## config.mk

```make
export PLATFORM = sky130hd
export DESIGN_NAME = rfsoc_gpio_cfg_ctrl
export DESIGN_NICKNAME = d
export VERILOG_FILES = /design/src/rtl/rfsoc_gpio_cfg_ctrl_pkg.sv /design/src/rtl/rfsoc_gpio_cfg_ctrl_sync_edge.sv /design/src/rtl/rfsoc_gpio_cfg_ctrl.sv
export SDC_FILE = /design/constraint.sdc
export NUM_CORES = 1
export LEC_CHECK = 0
export BUFFER_PORTS_ARGS = -buffer_cell sky130_fd_sc_hd__buf_2
export CAP_MARGIN = 25
export CELL_PAD_IN_SITES_DETAIL_PLACEMENT = 0
export CELL_PAD_IN_SITES_GLOBAL_PLACEMENT = 1
export CORE_MARGIN = 5
export CORE_UTILIZATION = 53
export CTS_CLUSTER_SIZE = 20
export DETAILED_ROUTE_END_ITERATION = 8
export PLACE_DENSITY = 0.88
export SLEW_MARGIN = 30
export SYNTH_ARGS = -nofsm -noshare
export SYNTH_HDL_FRONTEND = slang
export SYNTH_SLANG_ARGS = --single-unit
```

## constraint.sdc

```tcl
create_clock -name clk -period 6.3 [get_ports clk]
set_clock_uncertainty 0.05 [all_clocks]
set_input_delay 0.315 -clock clk [delete_from_list [all_inputs] [get_ports clk]]
set_output_delay 0.315 -clock clk [all_outputs]
set_load 0.1 [all_outputs]
```

## src/rtl/rfsoc_gpio_cfg_ctrl_pkg.sv

```systemverilog
// Shared GPIO bit map, default sizes and FSM state encoding for the
// RFSoC GPIO configuration controller.
package rfsoc_config;

    localparam int unsigned GPIO_W          = 8;
    localparam int unsigned GPIO_SDATA      = 0;
    localparam int unsigned GPIO_MASK_CLK   = 1;
    localparam int unsigned GPIO_SEL_CLK    = 2;
    localparam int unsigned GPIO_CNT_CLK    = 3;
    localparam int unsigned GPIO_MUX_CLK    = 4;
    localparam int unsigned GPIO_USED       = 5;

    localparam int unsigned DEF_NUM_CH      = 16;
    localparam int unsigned DEF_MASK_W      = 16;
    localparam int unsigned DEF_CNT_W       = 256;
    localparam int unsigned DEF_QUIET_CYC   = 64;

    typedef enum logic [1:0] {
        ST_IDLE,
        ST_SHIFT,
        ST_WAIT_RUN,
        ST_COMMIT
    } cfg_state_e;

endpackage

```

## src/rtl/rfsoc_gpio_cfg_ctrl_sync_edge.sv

```systemverilog
// Two-flop synchroniser with a third delayed copy for rising-edge detection.
module rfsoc_gpio_sync_edge #(
    parameter int unsigned W = 1
) (
    input  logic         clk,
    input  logic         rst_n,
    input  logic [W-1:0] din,
    output logic [W-1:0] sync_out,
    output logic [W-1:0] rise_out
);

    logic [W-1:0] meta_q, meta_d;
    logic [W-1:0] sync_q, sync_d;
    logic [W-1:0] prev_q, prev_d;

    always_comb begin
        meta_d = din;
        sync_d = meta_q;
        prev_d = sync_q;
    end

    always_ff @(posedge clk or negedge rst_n) begin
        if (!rst_n) begin
            meta_q <= '0;
            sync_q <= '0;
            prev_q <= '0;
        end else begin
            meta_q <= meta_d;
            sync_q <= sync_d;
            prev_q <= prev_d;
        end
    end

    assign sync_out = sync_q;
    assign rise_out = sync_q & ~prev_q;

endmodule

```

## src/rtl/rfsoc_gpio_cfg_ctrl.sv

```systemverilog
// PS GPIO bit-banged configuration receiver: serial shift into staging, atomic commit
// once the bus is quiet and no run is active. Optional macro: RFSOC_CFG_LEN_CHECK_EN.
module rfsoc_gpio_cfg_ctrl
    import rfsoc_config::*;
#(
    parameter int unsigned NUM_CH    = DEF_NUM_CH,
    parameter int unsigned MASK_W    = DEF_MASK_W,
    parameter int unsigned CNT_W     = DEF_CNT_W,
    parameter int unsigned QUIET_CYC = DEF_QUIET_CYC
) (
    input  logic                     clk,
    input  logic                     rst_n,
    input  logic [GPIO_W-1:0]        gpio_in,
    input  logic                     run_active,
    output logic [NUM_CH-1:0]        sel_out,
    output logic [NUM_CH*MASK_W-1:0] mask_out,
    output logic [NUM_CH-1:0]        mux_out,
    output logic [CNT_W-1:0]         cycle_count_out,
    output logic                     cfg_commit,
    output logic                     cfg_pending
`ifdef RFSOC_CFG_LEN_CHECK_EN
    ,
    output logic                     cfg_len_err
`endif
);

    localparam int unsigned QW = (QUIET_CYC > 1) ? $clog2(QUIET_CYC) : 1;
    localparam logic [QW-1:0] QUIET_LAST = QW'(QUIET_CYC - 1);

    logic [GPIO_USED-1:0] gpio_sync, gpio_rise;
    logic sdata, mask_edge, sel_edge, cnt_edge, mux_edge, any_edge;

    rfsoc_gpio_sync_edge #(.W(GPIO_USED)) u_sync (
        .clk      (clk),
        .rst_n    (rst_n),
        .din      (gpio_in[GPIO_USED-1:0]),
        .sync_out (gpio_sync),
        .rise_out (gpio_rise)
    );

    assign sdata     = gpio_sync[GPIO_SDATA];
    assign mask_edge = gpio_rise[GPIO_MASK_CLK];
    assign sel_edge  = gpio_rise[GPIO_SEL_CLK];
    assign cnt_edge  = gpio_rise[GPIO_CNT_CLK];
    assign mux_edge  = gpio_rise[GPIO_MUX_CLK];
    assign any_edge  = mask_edge | sel_edge | cnt_edge | mux_edge;

    // Spare GPIO pins, the sdata "edge" and the synced clock levels carry no function.
    logic unused_bits;
    assign unused_bits = ^{gpio_in[GPIO_W-1:GPIO_USED], gpio_rise[GPIO_SDATA],
                           gpio_sync[GPIO_USED-1:GPIO_SDATA+1]};

    cfg_state_e                     state_q, state_d;
    logic [QW-1:0]                  quiet_q, quiet_d;
    logic [NUM_CH-1:0]              sel_sr_q, sel_sr_d;
    logic [NUM_CH-1:0][MASK_W-1:0]  mask_stg_q, mask_stg_d;
    logic [NUM_CH-1:0]              mux_stg_q, mux_stg_d;
    logic [CNT_W-1:0]               cnt_stg_q, cnt_stg_d;
    logic [NUM_CH-1:0][MASK_W-1:0]  mask_out_q, mask_out_d;
    logic [NUM_CH-1:0]              mux_out_q, mux_out_d;
    logic [CNT_W-1:0]               cnt_out_q, cnt_out_d;
    logic                           commit_q, commit_d;
    logic                           pending_q, pending_d;

`ifdef RFSOC_CFG_LEN_CHECK_EN
    localparam int unsigned LEN_W = 16;
    logic [LEN_W-1:0] sel_cnt_q, sel_cnt_d;
    logic [LEN_W-1:0] mask_cnt_q, mask_cnt_d;
    logic [LEN_W-1:0] cc_cnt_q, cc_cnt_d;
    logic             len_err_q, len_err_d;
    logic             len_bad;

    assign len_bad = ((cc_cnt_q != '0) && (cc_cnt_q != LEN_W'(CNT_W))) ||
                     ((mask_cnt_q != '0) && ((mask_cnt_q % LEN_W'(MASK_W)) != '0));

    // The sel edge count is tracked alongside the others but does not gate the error.
    logic unused_sel_cnt;
    assign unused_sel_cnt = ^sel_cnt_q;
`endif

    always_comb begin
        state_d    = state_q;
        quiet_d    = quiet_q;
        sel_sr_d   = sel_sr_q;
        mask_stg_d = mask_stg_q;
        mux_stg_d  = mux_stg_q;
        cnt_stg_d  = cnt_stg_q;
        mask_out_d = mask_out_q;
        mux_out_d  = mux_out_q;
        cnt_out_d  = cnt_out_q;
        commit_d   = 1'b0;
        pending_d  = pending_q;

        if (sel_edge)
            sel_sr_d = {sel_sr_q[NUM_CH-2:0], sdata};
        // Mask and mux writes steer with the select value from before this cycle's shift.
        for (int unsigned i = 0; i < NUM_CH; i++) begin
            if (sel_sr_q[i]) begin
                if (mask_edge)
                    mask_stg_d[i] = {mask_stg_q[i][MASK_W-2:0], sdata};
                if (mux_edge)
                    mux_stg_d[i] = sdata;
            end
        end
        if (cnt_edge)
            cnt_stg_d = {cnt_stg_q[CNT_W-2:0], sdata};
        if (any_edge)
            pending_d = 1'b1;

        case (state_q)
            ST_IDLE: begin
                if (any_edge) begin
                    state_d = ST_SHIFT;
                    quiet_d = '0;
                end
            end
            ST_SHIFT: begin
                if (any_edge)
                    quiet_d = '0;
                else if (quiet_q == QUIET_LAST)
                    state_d = ST_WAIT_RUN;
                else
                    quiet_d = quiet_q + 1'b1;
            end
            ST_WAIT_RUN: begin
                if (any_edge) begin
                    state_d = ST_SHIFT;
                    quiet_d = '0;
                end else if (!run_active) begin
                    state_d    = ST_COMMIT;
                    mask_out_d = mask_stg_q;
                    mux_out_d  = mux_stg_q;
                    cnt_out_d  = cnt_stg_q;
                    commit_d   = 1'b1;
                    pending_d  = 1'b0;
                end
            end
            ST_COMMIT: begin
                if (any_edge) begin
                    state_d = ST_SHIFT;
                    quiet_d = '0;
                end else begin
                    state_d = ST_IDLE;
                end
            end
            default: state_d = ST_IDLE;
        endcase
    end

`ifdef RFSOC_CFG_LEN_CHECK_EN
    always_comb begin
        sel_cnt_d  = sel_cnt_q;
        mask_cnt_d = mask_cnt_q;
        cc_cnt_d   = cc_cnt_q;
        len_err_d  = len_err_q;
        if (commit_d) begin
            len_err_d  = len_err_q | len_bad;
            sel_cnt_d  = '0;
            mask_cnt_d = '0;
            cc_cnt_d   = '0;
        end else begin
            if (sel_edge && (sel_cnt_q != '1))
                sel_cnt_d = sel_cnt_q + 1'b1;
            if (mask_edge && (mask_cnt_q != '1))
                mask_cnt_d = mask_cnt_q + 1'b1;
            if (cnt_edge && (cc_cnt_q != '1))
                cc_cnt_d = cc_cnt_q + 1'b1;
        end
    end
`endif

    always_ff @(posedge clk or negedge rst_n) begin
        if (!rst_n) begin
            state_q    <= ST_IDLE;
            quiet_q    <= '0;
            sel_sr_q   <= '0;
            mask_stg_q <= '0;
            mux_stg_q  <= '0;
            cnt_stg_q  <= '0;
            mask_out_q <= '0;
            mux_out_q  <= '0;
            cnt_out_q  <= '0;
            commit_q   <= 1'b0;
            pending_q  <= 1'b0;
`ifdef RFSOC_CFG_LEN_CHECK_EN
            sel_cnt_q  <= '0;
            mask_cnt_q <= '0;
            cc_cnt_q   <= '0;
            len_err_q  <= 1'b0;
`endif
        end else begin
            state_q    <= state_d;
            quiet_q    <= quiet_d;
            sel_sr_q   <= sel_sr_d;
            mask_stg_q <= mask_stg_d;
            mux_stg_q  <= mux_stg_d;
            cnt_stg_q  <= cnt_stg_d;
            mask_out_q <= mask_out_d;
            mux_out_q  <= mux_out_d;
            cnt_out_q  <= cnt_out_d;
            commit_q   <= commit_d;
            pending_q  <= pending_d;
`ifdef RFSOC_CFG_LEN_CHECK_EN
            sel_cnt_q  <= sel_cnt_d;
            mask_cnt_q <= mask_cnt_d;
            cc_cnt_q   <= cc_cnt_d;
            len_err_q  <= len_err_d;
`endif
        end
    end

    assign sel_out         = sel_sr_q;
    assign mask_out        = mask_out_q;
    assign mux_out         = mux_out_q;
    assign cycle_count_out = cnt_out_q;
    assign cfg_commit      = commit_q;
    assign cfg_pending     = pending_q;
`ifdef RFSOC_CFG_LEN_CHECK_EN
    assign cfg_len_err     = len_err_q;
`endif

endmodule

```

==> metrics <==
CP endpoint kind=register; worst r2r path cells=6; remaining global-route overflow=0; met1 WL=34.78 mm; Post-Route WL=around 88 mm; DR top layer=met4; Final ANT Viol Nets=0; All-Layer GR Usage=~20%; die area=0.08603 sq mm; Fin. Hold Viols=0; TritonCTS Sinks=1096; post-place setup slack=between 2000 and 2500 ps; fraction of registers with async set/reset=100.0%; simple-gate share of the synthesized area=1.056%; Mapped Area=0.04254 sq mm; Synth warnings=0; Final HPWL DP=59.58 mm; Post-Synth XOR/XNOR Area=less than 1%; Core Util, Final=63.06%; Max rail drop VDD=0.2541 mV; CP Max Fanout=a little under 90; max-cap viol count=0; status=completed; Initial DRC Count=937; most common cell after layout, fill and taps aside=dfrtp_1; syn_area_per_cell=17.82 sq um; vias in the first global route=23861; prevailing post-synth register cell=dfrtp_1; minimum clock period=around 3600 ps; DRT Pass-1 Iters=4; met2 WL post-DR=roughly 44 mm; Syn Nets=2399; Tcrit/Tclk final=56.61%; unrepaired setup endpoints after global routing=false; endpoints failing setup=0; I/O Pins=557; worst slew pin tran=1106 ps; met3 WL=5.430 mm; core area=0.07926 sq mm; initial antenna violation count=0; Reg clk slew, reported paths=60 ps; fraction of the mapped netlist area in compound gates=less than 1%; Die Width=just under 300 um; synthesized flop and latch total=roughly 1100; Final Worst Setup Slack=2734 ps; CTS Buf Count=between 100 and 150; commonest non-fill, non-tap cells in the layout=dfrtp_1, buf_2, mux2_2, mux2_4, clkbuf_16; layout cells sized above 1=58.24%; largest net degree at the start of global routing=about 160; FMAX=280.4 MHz; Clock Root Buffer=clkbuf_16; DR DRC count=0; crit path kind=reg -> reg; Non-Filler Instances=4104; count of unique library cells instantiated by Yosys=31; pwr dens=just under 300 mW/mm^2; crit path launch type=register; fin. max-slew vios=0; CTS tree=built; Worst Path Required=6790 ps; first-pass GRT wire length=141.0 mm; port buffer count=553; Initial Utilization=53.67%; CTS H-tree depth=3; Placer Congestion=0.8193; DP Cell Count=around 3900; number of synthesized flops with an enable pin=0; CTS Buffer Depth=3; # rows=103; post-synthesis mux area share=32.13%; Fillers=5597; cell count after synthesis=approximately 2400; Clock Latency Late Sink=660 ps; WP data arrival=~4000 ps; Die H=~290 um; Critical path origin=u_sync.prev_q[3]; largest family of logic cells by synthesized area=multiplexers; max_slew headroom=26.30%; adder-cell area share of the yosys netlist=0.02941%; number of vias per cell=5.243; Reg2Reg Launch Point=u_sync.prev_q[3]; post-synthesis sequential area ratio=64.47%; Via Count=21517; Layout area overhead=17.49%; total negative slack=0 ps; Leak=28.35 nW; Hold Path Class=in -> async; fin nets=2981; wire length per cell=21.51 um
final cells by class:
| type | instances | area, sq um | area share [%] |
|---|---|---|---|
| Clock inverter | 44 | 698.2 | 1.397 |
| Multi-Input combinational cell | 1174 | 14220 | 28.45 |
| Antenna cell | 1 | 2.502 | 0.005007 |
| Sequential cell | 1096 | 27430 | 54.88 |
| Tap cell | 1050 | 1314 | 2.629 |
| Inverter | 1 | 3.754 | 0.007511 |
| Clock buffer | 150 | 3133 | 6.269 |
| Timing Repair Buffer | 588 | 3182 | 6.366 |
report_power, final:
group          total [mW]  switching [mW]  internal, mW
Clock                6.80            2.71          4.09
Sequential           7.44           0.180          7.26
Combinational       0.676           0.435         0.241
Total                14.9            3.32          11.6
flip-flops by register name, summed over array words and instances (netlist names), 2 cells and up:
register and count:
state_q 2, mux_out 16, mask_stg_q 256, cycle_count_out 256, quiet_q 6, u_sync.sync_out 5
sel_out 16, mux_stg_q 16, u_sync.meta_q 5, u_sync.prev_q 4, mask_out 256, cnt_stg_q 256
cells by family after synthesis:
kind of cell	count (synthesis)
XOR/XNOR	2
flip-flops	1096
buffers and inverters	117
multiplexers	1057
AND/OR/NAND/NOR	105
adder cells (fa/ha/maj)	1
AO/OA/AOI/OAI	9
through the flow:
step	cell area, sq um	hold slack (ps)	power, mW
6_report	49980	214.0	14.92
5_1_grt	49980	233.5	15.45
4_1_cts	49940	195.9	15.09
3_5_place_dp	46040	288.6	8.248
3_3_place_gp	46040	285.9	8.203
2_1_floorplan	42540	-30.59	7.942
cells in the mapped netlist (all sizes together), types with 2 or more instances:
library cell	n	area (sq um)
buf	62	700.7
clkbuf	54	202.7
dfrtp	1096	27430
mux2	1056	13660
nand2	81	304.0
nand2b	2	12.51
nand3	2	10.01
nor2	7	26.28
nor2b	6	37.54
o211ai	2	15.01
o21ai	2	10.01
xor2	2	17.52
metal layers:
metal  track usage (%)  up-vias
met3             5.178      177
met5                 0        -
li1                  -     9568
met2             34.57      469
met1             25.24    11303
met4             8.262        0
path summary, 6_finish.rpt:
check / endpoint / slack, ps
min in group clk: u_sync.meta_q[3] / 250
max in group asynchronous: cycle_count_out[157] / 4590
hold reg to reg: u_sync.sync_out[1] / 300
hold / removal: cycle_count_out[248] / 210
setup / recovery: mask_out[32] / 2730
setup reg to reg: mask_out[32] / 2730
worst max-delay path: stages (launching register included):
cell and delay, ps:
dfrtp_1 390, nor2b_4 550, or4_4 320, or2_4 470, buf_4 520, buf_12 500, mux2_4 350
repair_timing:
item	4_1_cts	5_1_grt
hold buffers	7	0
buffers inserted	0	0
hold endpoints to repair	84	0
gates resized for setup	0	0
Note: power is estimated with default switching activity, not from simulation.
